### src/rtl/cdecoder_scan_if.sv
// Bus bundle for cdecoder_scan.
//   master : drives select code, enable, mode, step and load strobes;
//            observes the decoded outputs.
//   slave  : the decoder side (inputs/outputs mirrored).
// Ports carried:
//   vstup  [N]     direct select code
//   en             output enable
//   mode   [2]     00 DIRECT, 01 SCAN_UP, 10 SCAN_DOWN, 11 HOLD
//   step           single-cycle advance strobe for scan modes
//   load           single-cycle strobe copying vstup into idx
//   vystup [2^N]   registered one-hot / one-cold decode of idx
//   idx    [N]     current registered select index
//   wrap           one-cycle pulse on index wrap-around
interface cdecoder_scan_if #(
    parameter int N = 3
);
    logic [N-1:0]        vstup;
    logic                en;
    logic [1:0]          mode;
    logic                step;
    logic                load;
    logic [(1<<N)-1:0]   vystup;
    logic [N-1:0]        idx;
    logic                wrap;

    modport master (
        output vstup, en, mode, step, load,
        input  vystup, idx, wrap
    );

    modport slave (
        input  vstup, en, mode, step, load,
        output vystup, idx, wrap
    );
endinterface

### src/rtl/cdecoder_scan.sv
// Registered N-to-2^N decoder with a scanning select index.
// The index is either taken straight from vstup (DIRECT), stepped up or down
// modulo 2^N on a step strobe (SCAN_UP / SCAN_DOWN), or frozen (HOLD).
// A load strobe overrides the mode and copies vstup into the index.
// Ports:
//   clk    rising-edge clock
//   rst_n  asynchronous active-low reset
//   bus    cdecoder_scan_if slave modport (vstup, en, mode, step, load in;
//          vystup, idx, wrap out)
// Parameters:
//   N        select width, 1..6; output count is 2^N
//   ACT_LOW  1 inverts every output bit (one-cold decode)
//
// mode | meaning
// -----+--------------------------------------------------
//  00  | DIRECT    idx follows vstup every cycle
//  01  | SCAN_UP   idx+1 on step, wrap pulse on max->0
//  10  | SCAN_DOWN idx-1 on step, wrap pulse on 0->max
//  11  | HOLD      idx frozen
module cdecoder_scan #(
    parameter int N       = 3,
    parameter bit ACT_LOW = 1'b0
) (
    input logic         clk,
    input logic         rst_n,
    cdecoder_scan_if.slave bus
);
    localparam int OUTS = 1 << N;
    localparam logic [N-1:0] IDX_MAX = '1;

    typedef enum logic [1:0] {
        MODE_DIRECT    = 2'b00,
        MODE_SCAN_UP   = 2'b01,
        MODE_SCAN_DOWN = 2'b10,
        MODE_HOLD      = 2'b11
    } mode_t;

    logic [N-1:0]    idx_q;
    logic [N-1:0]    idx_nxt;
    logic            en_q;
    logic            wrap_q;
    logic            wrap_nxt;
    logic [OUTS-1:0] dec_nxt;
    logic [OUTS-1:0] vystup_q;
    mode_t           mode_s;

    assign mode_s = mode_t'(bus.mode);

    always_comb begin
        idx_nxt  = idx_q;
        wrap_nxt = 1'b0;
        if (bus.load) begin
            idx_nxt = bus.vstup;
        end else begin
            case (mode_s)
                MODE_DIRECT: idx_nxt = bus.vstup;
                MODE_SCAN_UP: begin
                    if (bus.step) begin
                        idx_nxt  = idx_q + 1'b1;
                        wrap_nxt = (idx_q == IDX_MAX);
                    end
                end
                MODE_SCAN_DOWN: begin
                    if (bus.step) begin
                        idx_nxt  = idx_q - 1'b1;
                        wrap_nxt = (idx_q == '0);
                    end
                end
                default: idx_nxt = idx_q;
            endcase
        end
    end

    // Decode from the next-state index and the enable being registered this
    // edge, so vystup always agrees with idx in the same cycle.
    always_comb begin
        dec_nxt = '0;
        if (bus.en) begin
            dec_nxt[idx_nxt] = 1'b1;
        end
    end

    always_ff @(posedge clk or negedge rst_n) begin
        if (!rst_n) begin
            idx_q    <= '0;
            en_q     <= 1'b0;
            wrap_q   <= 1'b0;
            vystup_q <= {OUTS{ACT_LOW}};
        end else begin
            idx_q    <= idx_nxt;
            en_q     <= bus.en;
            wrap_q   <= wrap_nxt;
            vystup_q <= ACT_LOW ? ~dec_nxt : dec_nxt;
        end
    end

    assign bus.vystup = vystup_q;
    assign bus.idx    = idx_q;
    assign bus.wrap   = wrap_q;

    // en_q is the architectural enable state; its value is already folded
    // into vystup_q, so it has no other reader.
    logic unused_en;
    assign unused_en = en_q;
endmodule

### src/flat_wrapper.sv
// flat-port wrapper written by rule: the top's interface ports become plain ports
module cdecoder_scan_flat 
#(
    parameter int N       = 3,
    parameter bit ACT_LOW = 1'b0
)
  (clk, rst_n, bus_vstup, bus_en, bus_mode, bus_step, bus_load, bus_vystup, bus_idx, bus_wrap);
  cdecoder_scan_if #(.N(N)) bus_i ();
  input logic clk;
  input logic rst_n;
  input wire logic [$bits(bus_i.vstup)-1:0] bus_vstup;
  input wire logic [$bits(bus_i.en)-1:0] bus_en;
  input wire logic [$bits(bus_i.mode)-1:0] bus_mode;
  input wire logic [$bits(bus_i.step)-1:0] bus_step;
  input wire logic [$bits(bus_i.load)-1:0] bus_load;
  output wire logic [$bits(bus_i.vystup)-1:0] bus_vystup;
  output wire logic [$bits(bus_i.idx)-1:0] bus_idx;
  output wire logic [$bits(bus_i.wrap)-1:0] bus_wrap;
  assign bus_i.vstup = bus_vstup;
  assign bus_i.en = bus_en;
  assign bus_i.mode = bus_mode;
  assign bus_i.step = bus_step;
  assign bus_i.load = bus_load;
  assign bus_vystup = bus_i.vystup;
  assign bus_idx = bus_i.idx;
  assign bus_wrap = bus_i.wrap;
  cdecoder_scan #(.N(N), .ACT_LOW(ACT_LOW)) u_core (.clk(clk), .rst_n(rst_n), .bus(bus_i));
endmodule
### config.mk
export PLATFORM = sky130hd
export DESIGN_NAME = cdecoder_scan_flat
export DESIGN_NICKNAME = d
export VERILOG_FILES = /design/src/rtl/cdecoder_scan_if.sv /design/src/rtl/cdecoder_scan.sv /design/src/flat_wrapper.sv
export SDC_FILE = /design/constraint.sdc
export NUM_CORES = 1
export LEC_CHECK = 0
export BUFFER_PORTS_ARGS = -buffer_cell sky130_fd_sc_hd__buf_2
export CAP_MARGIN = 20
export CORE_UTILIZATION = 48
export DETAILED_ROUTE_END_ITERATION = 16
export PLACE_DENSITY = 0.78
export SLEW_MARGIN = 5
export SYNTH_ARGS = -nofsm -noshare
export SYNTH_HDL_FRONTEND = slang
export SYNTH_SLANG_ARGS = --single-unit
export TNS_END_PERCENT = 30
### constraint.sdc
create_clock -name clk -period 2.1 [get_ports clk]
set_input_delay 0.42 -clock clk [delete_from_list [all_inputs] [get_ports clk]]
set_output_delay 0.42 -clock clk [all_outputs]
set_load 0.05 [all_outputs]
==> out/metrics.csv <==
metric,value,unit
power_switching_share,35.0,%
rows,13,
biggest_cell_delay_along_the_critical_path,0.43,ns
clk_pin_slew_worst_paths,0.07,ns
initialDrtViolationCount,10,
clk_root_buffer_cell,sky130_fd_sc_hd__clkbuf_4,
yosysWarnings,0,
core,1320,sq um
layout_area_overhead,21.6,%
path_delay_family,adder cells,
n_antenna_cell,0,
routed-wl-met2,707,microns
timing.critical_path.cells,ha_1 > ha_1 > nand2_1 > a211oi_1 > a221oi_4 > inv_2 > nor3_1,
grt-ovfl-total,0,
status,completed,
grt_pass1_vias,505,
asyncSetResetFlopFracSynth,100,%
tightestPinTransition,0.410,ns
cts_hold_buffers,0,
grt_setup_unrepaired,no,
synthTopCellsByArea,"sky130_fd_sc_hd__dfrtp_1 44%, sky130_fd_sc_hd__ha_1 15%, sky130_fd_sc_hd__nor3_1 5.8%",
netSwitchingPower,197,uW
grt_max_degree,13,
grt_resource_usage_total,20.5,%
postCtsSetupBuffers,0,
die-area,1590,sq um
peak_vdd_ir,356,uV
cp_data_required_time,2.26,ns
die-height,39.9,microns
synth_top_area_share,43.6,%
yosys.area.top_type,sky130_fd_sc_hd__dfrtp_1,
post_route_cells_drive_above_1_share,37.1,%
cts_buffer_depth,2,
detailedRoute.firstPassIterationCount,4,
numPlacedInstances,101,
criticalPathCategory,reg2reg,
mean_post_synth_cell_area,10.6,sq um
buffer_ports.inserted,21,
dr_total_vias,570,
combPwrFrac,30.8,%
worst_path_most_repeated_cell,sky130_fd_sc_hd__ha_1,
insertion_delay,0.27,ns
detailed_place_hpwl,1100,microns
fmax,538,MHz
finalNonFillerCells,104,
slew_viol_final,0,
total_power,563,uW
post_cts_resize_count,0,
number_of_remaining_drc_errors,0,
startpoint_type,flip-flop,
seq_power_share,45.5,%
crit_path_end_kind,flip-flop,
holdCritPathClass,in2async,
synth_cells,65,
postRouteWirelength,1360,microns
relSlewSlack,72.2,%
seq_area_frac_synth,43.6,%
p_int,366,uW
synth.distinct_cells,28,
antenna_found_initial,0,
power_frac_clock,23.8,%
power-per-cell-area,672,nW/um^2
post_drt_via_cell_ratio,5.48,
ant_nets,0,
post_route_met1_wirelength,601,microns
highest-signal-layer,met4,
synth_fp_nets,83,
finalHoldViolations,0,
h_tree_lvl_count,1,
routed-wl-met3,43,microns
drv_cap,0,
setup_total_negative_slack,0,ns
post_layout_min_period,1.86,ns
clkSinkCount,12,
path_max_fanout,5,
nets,109,
min_period_over_period,88.6,%
finalInstanceArea,837,sq um
setup_viol,0,
postSynth.topFlopCell,sky130_fd_sc_hd__dfrtp_1,
setup_skew,0.00780,ns
crit_slowest_cell,sky130_fd_sc_hd__dfrtp_1,
wire_length_of_the_first_global_routing_pass,2140,microns
crit_buf_inv,1,
most_common_cell_in_the_netlist,sky130_fd_sc_hd__dfrtp_1,
detailed_place.area,815,sq um
synth_register_bits,12,
top_level_ports,22,
synth-edff-count,0,
place.gp.congestion,0.819,
finished_core_util,63.5,%
cts_tree,built,
drt-wirelength-per-cell,13.1,microns
synthTopCellsByCount,"12 x sky130_fd_sc_hd__dfrtp_1, 8 x sky130_fd_sc_hd__ha_1, 8 x sky130_fd_sc_hd__inv_1, 8 x sky130_fd_sc_hd__nor3_1, 3 x sky130_fd_sc_hd__nand2_1",
p_leak,0.451,nW
mappedNetlistArea,688,sq um
critPathArrivalTime,2.02,ns
die_x,39.9,microns
start_util,52.2,%
cts_inserted_buffers,3,
-- worst register-to-register path: cells and delay by family, from the launching register on --
| kind | cells | cell delay (ns) |
|---|---|---|
| AND/OR/NAND/NOR | 2 | 0.33 |
| flip-flops | 1 | 0.43 |
| AO/OA/AOI/OAI | 2 | 0.42 |
| buffers and inverters | 1 | 0.12 |
| adder cells (fa/ha/maj) | 2 | 0.48 |
-- layer usage --
| layer | track usage [%] | vias up |
|---|---|---|
| met1 | 25.9 | 273 |
| met4 | 0 | 0 |
| met2 | 35.1 | 16 |
| li1 | - | 279 |
| met5 | 0 | - |
| met3 | 6.82 | 2 |
-- path summary, 6_finish.rpt --
kind | startpoint | to | slack (ns) | cells after the start
max in group asynchronous | rst_n | u_core.bus.idx[1] | 1.88 | 1
min in group clk | bus_vstup[1] | u_core.bus.idx[1] | 0.45 | 3
worst min register to register | u_core.bus.idx[0] | u_core.bus.idx[0] | 0.70 | 2
worst max register to register | u_core.bus.idx[0] | u_core.bus.vystup[2] | 0.24 | 7
worst min-delay path | rst_n | u_core.bus.vystup[0] | 0.01 | 1
worst max-delay path | u_core.bus.idx[0] | u_core.bus.vystup[2] | 0.24 | 7
-- kinds of logic (layout without fill, tap and decap cells) --
logic type / after synthesis / count (layout) / synth area share (%)
compound gates: 11 / 11 / 16.2
fa+ha+maj: 8 / 8 / 14.5
buf+inv: 11 / 35 / 6.18
simple gates: 22 / 22 / 18.0
mux: 1 / 1 / 1.45
flops: 12 / 12 / 43.6
-- per-stage QoR --
stage	hold slack (ns)	setup slack (ns)
2_1_floorplan	0.124	0.105
3_3_place_gp	0.298	0.130
3_5_place_dp	0.304	0.0533
4_1_cts	0.0212	0.240
5_1_grt	0.0143	0.122
6_report	0.00984	0.240
-- power by group through the flow --
stage          registers [mW]  clock network (mW)  logic, mW
3_3_place_gp            0.259                   0      0.169
6_report                0.256               0.134      0.173
5_1_grt                 0.258               0.151      0.188
3_5_place_dp            0.260                   0      0.173
4_1_cts                 0.256               0.134      0.173
2_1_floorplan           0.310                   0     0.0719
-- sequential cells by signal, summed over array words and instances (netlist names) --
name and cells:
u_core.bus.wrap 1, u_core.bus.idx 3, u_core.bus.vystup 8
-- cells in the final DEF, fill, tap and decap left out, types with 2 or more instances in the layout --
cell / instances
sky130_fd_sc_hd__nor3_1: 8
sky130_fd_sc_hd__nand2_1: 3
sky130_fd_sc_hd__ha_1: 8
sky130_fd_sc_hd__dfrtp_1: 12
sky130_fd_sc_hd__buf_2: 21
sky130_fd_sc_hd__inv_2: 2
sky130_fd_sc_hd__nor2_1: 2
sky130_fd_sc_hd__clkbuf_4: 3
sky130_fd_sc_hd__inv_1: 8
sky130_fd_sc_hd__nand3b_1: 2
-- cell type report --
cell class	count	area, sq um
Timing Repair Buffer	22	113
Multi-Input combinational cell	42	345
Inverter	10	37.5
Fill cell	107	480
Tap cell	15	18.8
Sequential cell	12	300
Clock buffer	3	22.5
Note: power is estimated with default switching activity, not from simulation.
